==> src/rtl/chan_decoder_if.sv <==
// rtl/chan_decoder_if.sv - request/beat handshake bundle for chan_decoder
interface chan_decoder_if #(
    parameter int IN_W    = 3,
    parameter int NUM_OUT = 8,
    parameter int DWELL_W = 8
);
    logic               in_valid;
    logic               in_ready;
    logic [IN_W-1:0]    in_data;
    logic [1:0]         mode;
    logic [DWELL_W-1:0] dwell;
    logic               out_valid;
    logic               out_ready;
    logic [NUM_OUT-1:0] out_data;
    logic               out_err;
    logic               busy;

    modport master (
        output in_valid, in_data, mode, dwell, out_ready,
        input  in_ready, out_valid, out_data, out_err, busy
    );

    modport slave (
        input  in_valid, in_data, mode, dwell, out_ready,
        output in_ready, out_valid, out_data, out_err, busy
    );
endinterface

==> src/rtl/chan_decoder.sv <==
// rtl/chan_decoder.sv - registered one-hot/thermometer/sweep channel decoder
module chan_decoder #(
    parameter int IN_W    = 3,
    parameter int NUM_OUT = 8,
    parameter int DWELL_W = 8
) (
    input logic          clk,
    input logic          rst_n,
    chan_decoder_if.slave bus
);
    typedef enum logic [1:0] {IDLE, SWEEP_OUT, SWEEP_GAP} state_t;

    localparam logic [IN_W-1:0] LAST  = IN_W'(NUM_OUT - 1);
    localparam logic [IN_W:0]   LIMIT = (IN_W + 1)'(NUM_OUT);

    state_t             state, state_next;
    logic               valid_q, valid_next;
    logic [NUM_OUT-1:0] data_q, data_next;
    logic               err_q, err_next;
    logic               busy_q, busy_next;
    logic [IN_W-1:0]    idx_q, idx_next;
    logic [IN_W-1:0]    left_q, left_next;
    logic [DWELL_W-1:0] dwell_q, dwell_next;
    logic [DWELL_W-1:0] cnt_q, cnt_next;
    logic               ready;
    logic               range_err;
    logic [IN_W-1:0]    idx_inc;

    function automatic logic [NUM_OUT-1:0] onehot(input logic [IN_W-1:0] i);
        logic [NUM_OUT-1:0] v;
        for (int k = 0; k < NUM_OUT; k++) v[k] = (i == IN_W'(k));
        return v;
    endfunction

    function automatic logic [NUM_OUT-1:0] therm(input logic [IN_W-1:0] i);
        logic [NUM_OUT-1:0] v;
        for (int k = 0; k < NUM_OUT; k++) v[k] = (IN_W'(k) <= i);
        return v;
    endfunction

    assign range_err = ({1'b0, bus.in_data} >= LIMIT);
    // Sweep index wraps at NUM_OUT, not at the natural 2^IN_W boundary
    assign idx_inc   = (idx_q == LAST) ? '0 : idx_q + 1'b1;

    always_ff @(posedge clk or negedge rst_n) begin
        if (!rst_n) begin
            state   <= IDLE;
            valid_q <= 1'b0;
            data_q  <= '0;
            err_q   <= 1'b0;
            busy_q  <= 1'b0;
            idx_q   <= '0;
            left_q  <= '0;
            dwell_q <= '0;
            cnt_q   <= '0;
        end else begin
            state   <= state_next;
            valid_q <= valid_next;
            data_q  <= data_next;
            err_q   <= err_next;
            busy_q  <= busy_next;
            idx_q   <= idx_next;
            left_q  <= left_next;
            dwell_q <= dwell_next;
            cnt_q   <= cnt_next;
        end
    end

    always_comb begin
        state_next = state;
        valid_next = valid_q;
        data_next  = data_q;
        err_next   = err_q;
        busy_next  = busy_q;
        idx_next   = idx_q;
        left_next  = left_q;
        dwell_next = dwell_q;
        cnt_next   = cnt_q;
        ready      = 1'b0;
        case (state)
            IDLE: begin
                ready = !valid_q || bus.out_ready;
                if (bus.in_valid && ready) begin
                    valid_next = 1'b1;
                    err_next   = 1'b0;
                    if (range_err || bus.mode == 2'b11) begin
                        data_next = '0;
                        err_next  = 1'b1;
                    end else if (bus.mode == 2'b00) begin
                        data_next = onehot(bus.in_data);
                    end else if (bus.mode == 2'b01) begin
                        data_next = therm(bus.in_data);
                    end else begin
                        data_next  = onehot(bus.in_data);
                        busy_next  = 1'b1;
                        state_next = SWEEP_OUT;
                        idx_next   = bus.in_data;
                        left_next  = LAST;
                        dwell_next = bus.dwell;
                    end
                end else if (bus.out_ready) begin
                    valid_next = 1'b0;
                end
            end
            SWEEP_OUT: begin
                if (bus.out_ready) begin
                    if (left_q == '0) begin
                        state_next = IDLE;
                        busy_next  = 1'b0;
                        valid_next = 1'b0;
                    end else begin
                        idx_next  = idx_inc;
                        left_next = left_q - 1'b1;
                        if (dwell_q == '0) begin
                            data_next = onehot(idx_inc);
                        end else begin
                            state_next = SWEEP_GAP;
                            valid_next = 1'b0;
                            cnt_next   = dwell_q;
                        end
                    end
                end
            end
            SWEEP_GAP: begin
                // Count hits its last idle cycle: next beat goes valid on this edge
                if (cnt_q <= 1) begin
                    state_next = SWEEP_OUT;
                    valid_next = 1'b1;
                    data_next  = onehot(idx_q);
                    cnt_next   = '0;
                end else begin
                    cnt_next = cnt_q - 1'b1;
                end
            end
            default: state_next = IDLE;
        endcase
    end

    assign bus.in_ready  = ready;
    assign bus.out_valid = valid_q;
    assign bus.out_data  = data_q;
    assign bus.out_err   = err_q;
    assign bus.busy      = busy_q;
endmodule
==> src/flat_wrapper.sv <==
// flat-port wrapper written by rule: the top's interface ports become plain ports
module chan_decoder_flat 
#(
    parameter int IN_W    = 3,
    parameter int NUM_OUT = 8,
    parameter int DWELL_W = 8
)
  (clk, rst_n, bus_in_valid, bus_in_data, bus_mode, bus_dwell, bus_out_ready, bus_in_ready, bus_out_valid, bus_out_data, bus_out_err, bus_busy);
  chan_decoder_if #(.IN_W(IN_W), .NUM_OUT(NUM_OUT), .DWELL_W(DWELL_W)) bus_i ();
  input logic clk;
  input logic rst_n;
  input wire logic [$bits(bus_i.in_valid)-1:0] bus_in_valid;
  input wire logic [$bits(bus_i.in_data)-1:0] bus_in_data;
  input wire logic [$bits(bus_i.mode)-1:0] bus_mode;
  input wire logic [$bits(bus_i.dwell)-1:0] bus_dwell;
  input wire logic [$bits(bus_i.out_ready)-1:0] bus_out_ready;
  output wire logic [$bits(bus_i.in_ready)-1:0] bus_in_ready;
  output wire logic [$bits(bus_i.out_valid)-1:0] bus_out_valid;
  output wire logic [$bits(bus_i.out_data)-1:0] bus_out_data;
  output wire logic [$bits(bus_i.out_err)-1:0] bus_out_err;
  output wire logic [$bits(bus_i.busy)-1:0] bus_busy;
  assign bus_i.in_valid = bus_in_valid;
  assign bus_i.in_data = bus_in_data;
  assign bus_i.mode = bus_mode;
  assign bus_i.dwell = bus_dwell;
  assign bus_i.out_ready = bus_out_ready;
  assign bus_in_ready = bus_i.in_ready;
  assign bus_out_valid = bus_i.out_valid;
  assign bus_out_data = bus_i.out_data;
  assign bus_out_err = bus_i.out_err;
  assign bus_busy = bus_i.busy;
  chan_decoder #(.IN_W(IN_W), .NUM_OUT(NUM_OUT), .DWELL_W(DWELL_W)) u_core (.clk(clk), .rst_n(rst_n), .bus(bus_i));
endmodule
==> config.mk <==
export PLATFORM = sky130hd
export DESIGN_NAME = chan_decoder_flat
export DESIGN_NICKNAME = d
export VERILOG_FILES = /design/src/rtl/chan_decoder_if.sv /design/src/rtl/chan_decoder.sv /design/src/flat_wrapper.sv
export SDC_FILE = /design/constraint.sdc
export NUM_CORES = 1
export LEC_CHECK = 0
export ABC_AREA = 1
export CORE_UTILIZATION = 60
export CTS_CLUSTER_SIZE = 16
export DETAILED_ROUTE_END_ITERATION = 10
export HOLD_SLACK_MARGIN = 0.12
export PLACE_DENSITY = 0.95
export SYNTH_ARGS = -nofsm -noshare
export SYNTH_HDL_FRONTEND = slang
export SYNTH_SLANG_ARGS = --single-unit
==> constraint.sdc <==
create_clock -name clk -period 3.6 [get_ports clk]
set_clock_uncertainty 0.05 [all_clocks]
set_input_delay 0.36 -clock clk [delete_from_list [all_inputs] [get_ports clk]]
set_output_delay 0.36 -clock clk [all_outputs]
set_load 0.01 [all_outputs]
-- Word level (Yosys, flattened, before mapping)
Index checks and enable logic that the tools add are counted.
- register bits: 35
- latch bits: 0
- memory bits (writable): 0
- memory bits (read-only): 0
- input port bits: 17
- output and inout port bits: 12
- memories kept: 0
- $add $sub $neg: 3
- $mul: 0
- divide/modulo/power cells: 0
- magnitude comparators: 9
- eq/ne operators: 37
- shifts and indexed selects: 0
- mux-type cells: 54
- bitwise logic cells: 3
- reductions and logical operators: 21
- operator list (operator ; count):
    $mux 8 ; 12
    $mux 3 ; 13
    $eq 3x3->1 const B ; 12
    $pmux 8 s3 ; 1
    $reduce_and 7->1 ; 3
    $eq 3x2->1 const B ; 6
    $mux 2 ; 8
    $pmux 8 s2 ; 1
    $mux 1 ; 14
    $le 3x3->1 const A ; 4
    $logic_not 3->1 ; 4
    $ne 2x2->1 const B ; 6
    $pmux 3 s2 ; 2
    $reduce_and 5->1 ; 2
    $eq 3x1->1 const B ; 3
    $le 8x1->1 const B ; 1
    $logic_not 8->1 ; 1
    $ne 2x1->1 const B ; 4
    $sub 8x1->8 const B ; 1
    $le 1x3->1 const A ; 2
    $le 2x3->1 const A ; 2
    $ne 3x2->1 const B ; 2
    $pmux 2 s3 ; 1
    $reduce_and 6->1 ; 1
    other kinds (15) ; 21

-- Longest topological paths before layout
- word-level depth: 7
- depth in mapped cells: 11
- mapped depth without buffers: 11

-- Least setup slack after synthesis
Ideal clock, no wire load.
- path kind: flip-flop to flip-flop
- start: register u_core.state[0]
- end: register u_core.dwell_q[0]
- setup time: 0.126 ns
- arrival time: 1.376 ns
- data required time: 3.424 ns
- slack: 2.049 ns
- stages on the path, launching flop included: 9
- path through: dfrtp_1 inv_1 ha_1 inv_2 a21oi_2 nand2_2 nor2_2 buf_4 o21ai_0
- longest elaborated chain between the ends: 2
- ends and longest elaborated chain (item ; line ; source):
    start, declared ; chan_decoder.sv:16 ; state_t state, state_next;
    start signal, assigned ; chan_decoder.sv:57 ; state <= state_next;
    $logic_not 2->1 ; chan_decoder.sv:80 ; case (state)
    $reduce_and 5->1 (no line) ; n/a ;
    end signal, assigned ; chan_decoder.sv:64 ; dwell_q <= dwell_next;
    end, declared ; chan_decoder.sv:23 ; logic [DWELL_W-1:0] dwell_q, dwell_next;
Every way passes these cells.
A chain may end at the register's enable or synchronous reset.

-- Final worst setup path
- start: register u_core.state[0]
- end: output bus_in_ready
- longest elaborated chain between the ends: 2
- ends and longest elaborated chain (item ; line ; source):
    $logic_not 2->1 ; chan_decoder.sv:80 ;
    $mux 1 ; chan_decoder.sv:80 ;
    end, declared ; flat_wrapper.sv:17 ; output wire logic [$bits(bus_i.in_ready)-1:0] bus_in_ready;
Every way passes these cells.

==> impl_metrics.py <==
metrics = {
    "outcome": {
        "status": "finished clean",
    },
    "drt": {
        "drt_wl_total_um": 5490,
        "wire_per_inst_um": 12.8,
        "dr.pass1.iters": 5,
        "routedLengthMet1_um": 2360,
        "top_layer_used": "met4",
        "drtIter0Drc": 220,
        "route.met3.wl_um": 383,
        "drc": 0,
        "ant_nets": 0,
        "wl_met2_um": 2660,
        "viasPerCell": 5.51,
        "num_vias": 2357,
    },
    "die": {
        "initial_core_util_pct": 64.1,
        "die_h_um": 65.2,
        "num_rows": 22,
        "core-area_um2": 3740,
        "die_w_um": 65.2,
        "io_pins": 29,
        "die-area_um2": 4260,
    },
    "synth": {
        "ys_top_cells_by_count": "nand2_1 (127), inv_1 (37), dfrtp_1 (35), nor2_1 (29), nand3_1 (25)",
        "synth_area_per_cell_um2": 6.90,
        "synth_area_um2": 2400,
        "synth_async_sr_flop_share_pct": 100,
        "synth_largest_area_cell": "dfrtp_1",
        "yosysSeqAreaShare_pct": 36.5,
        "yosysWarnings": 0,
        "ys_ff_latch": 35,
        "synth-edff-count": 0,
        "yosys-top-cells-area": "dfrtp_1 (36%), nand2_1 (20%), ha_1 (8.3%)",
        "synth_top_area_share_pct": 36.5,
        "syn_nets": 381,
        "synthCells": 348,
        "synth_cell_type_count": 27,
        "yosysMostFrequentCell": "nand2_1",
        "synth_top_flop_cell": "dfrtp_1",
    },
    "power": {
        "ir_worst_vdd_mv": 0.494,
        "p_leak_nw": 1.50,
        "power_frac_clock_pct": 11.4,
        "switchingPower_mw": 1.21,
        "p_int_mw": 1.23,
        "pwr-share-seq_pct": 29.3,
        "combPwrFrac_pct": 59.2,
        "swShare_pct": 49.6,
        "power_density_nw_per_um2": 876,
    },
    "cells_and_area": {
        "drive_gt1_share_pct": 9.21,
        "syn2layout_area_growth_pct": 16.3,
        "multiInputGateArea_um2": 1310,
        "seq_area_um2": 876,
        "antenna_cells": 0,
        "fin_nets": 412,
        "nFillCells": 297,
    },
    "placement": {
        "detailed_place_hpwl_um": 4020,
        "port_buffers": 28,
        "gp_congestion": 0.875,
        "place_ws_ps": 1380,
    },
    "clock_tree": {
        "cts_tree": "done",
        "clockBufferDepth": 2,
        "cts_hold_buf": 0,
        "cts_setup_buffers": 0,
        "clk_pin_slew_ps": 70,
        "cts_resized": 0,
        "cts_made_buffers": 5,
        "clk_latency_ps": 290,
        "htree_levels": 2,
        "clock_sinks": 35,
        "cts.root.buffer_cell": "clkbuf_8",
    },
    "timing": {
        "period_share_pct": 63.7,
        "drv_slew": 0,
        "setup_viol": 0,
        "fin_crit_ps": 2290,
        "max_freq_mhz": 436,
        "worst_slew_pin_slew_ps": 579,
        "fin_ws_ps": 1310,
        "setup_tns_ps": 0,
        "hold_viol": 0,
        "slew_headroom_pct": 61.4,
        "rsz0062_at_grt": "false",
    },
    "setup_path": {
        "cp.arrival_ps": 1880,
        "path_class": "reg -> out",
        "max_stage_delay_ps": 560,
        "start_kind": "flop",
        "crit_family": "buffers and inverters",
        "endpoint_kind": "primary output",
        "critPathMaxFanout": 4,
        "crit_buf_inv": 3,
        "path_cells": "inv_1 > ha_1 > inv_2 > a21oi_2 > clkdlybuf4s50_1",
        "worstPathRequired_ps": 3190,
        "worst_path_max_delay_cell": "clkdlybuf4s50_1",
    },
    "global_routing": {
        "grt_overflow_total": 0,
        "grt_max_degree": 36,
        "antenna_found_initial": 0,
        "grt_pass1_wl_um": 9480,
        "grt_pass1_vias": 2219,
        "grt.total_usage_pct": 29.0,
    },
    "run": {
        "cap_violations": 0,
    },
    "worst_hold_path": {
        "hold_class": "in -> async",
    },
}
## worst paths after layout
kind,start,endpoint,slack [ps],cells past startpoint
max,u_core.state[0],bus_in_ready,1310,5
min,rst_n,u_core.dwell_q[1],420,2
max reg2reg,u_core.state[1],u_core.left_q[2],1410,7
min reg2reg,u_core.bus.out_data[4],u_core.bus.out_data[4],420,2
max in group asynchronous,rst_n,u_core.left_q[0],2750,2
min in group clk,u_core.bus.out_data[4],u_core.bus.out_data[4],420,2
## sequential cells by signal, indices dropped and copies added, names as in the netlist
register,count
u_core.cnt_q,8
u_core.left_q,3
u_core.bus.out_data,8
u_core.dwell_q,8
u_core.idx_q,3
u_core.bus.out_valid,1
u_core.bus.out_err,1
u_core.bus.busy,1
u_core.state,2
## cell type report
class,instances,area share (%)
tap,48,2.15
clock inverter,2,0.448
inverter,45,6.14
sequential,35,31.4
clock buffer,6,2.60
multi-input combinational,263,47.0
timing repair buffer,29,10.3
## kinds of logic after synthesis
family                   count (synthesis)  synth area share [%]
multiplexers                             1                 0.417
adder cells (fa/ha/maj)                 16                  8.34
buffers and inverters                   50                  8.86
AO/OA/AOI/OAI                           46                  10.6
XOR/XNOR                                 3                  1.10
flip-flops                              35                  36.5
AND/OR/NAND/NOR                        197                  34.2
## placed cells by master, fill, tap and decap left out, types with 8 or more instances in the layout
| cell | count |
|---|---|
| nand3_1 | 25 |
| nand2_1 | 127 |
| dfrtp_1 | 35 |
| inv_1 | 37 |
| a21oi_1 | 8 |
| o21ai_0 | 20 |
| nor2_1 | 29 |
| clkdlybuf4s50_1 | 28 |
| o21ai_1 | 9 |
| ha_1 | 16 |
## routing by layer
metal	track usage [%]	vias to the layer above
met2	46.8	110
met4	12.8	0
met3	6.77	13
li1	-	1153
met1	37.1	1081
met5	0	-
## power by group through the flow
stage	Combinational, mW	Clock (mW)	Sequential [mW]
after floorplan	1.06	0	0.704
after global placement	1.34	0	0.707
after detailed placement	1.41	0	0.718
after CTS	1.43	0.282	0.712
after global routing	1.63	0.302	0.738
final	1.45	0.280	0.717
## per-stage QoR
stage          area, um2  utilization [%]  instances  hold WS (ps)  power, mW
2_1_floorplan       2400                -        348          14.4       1.76
3_5_place_dp        2710             72.3        420           410       2.13
4_1_cts             2790             74.6        428           427       2.42
5_1_grt             2790             74.6        428           459       2.67
3_3_place_gp        2710             72.3        420           403       2.05
6_report            2790             74.6        428           423       2.45
(Power assumes the default switching activity.)
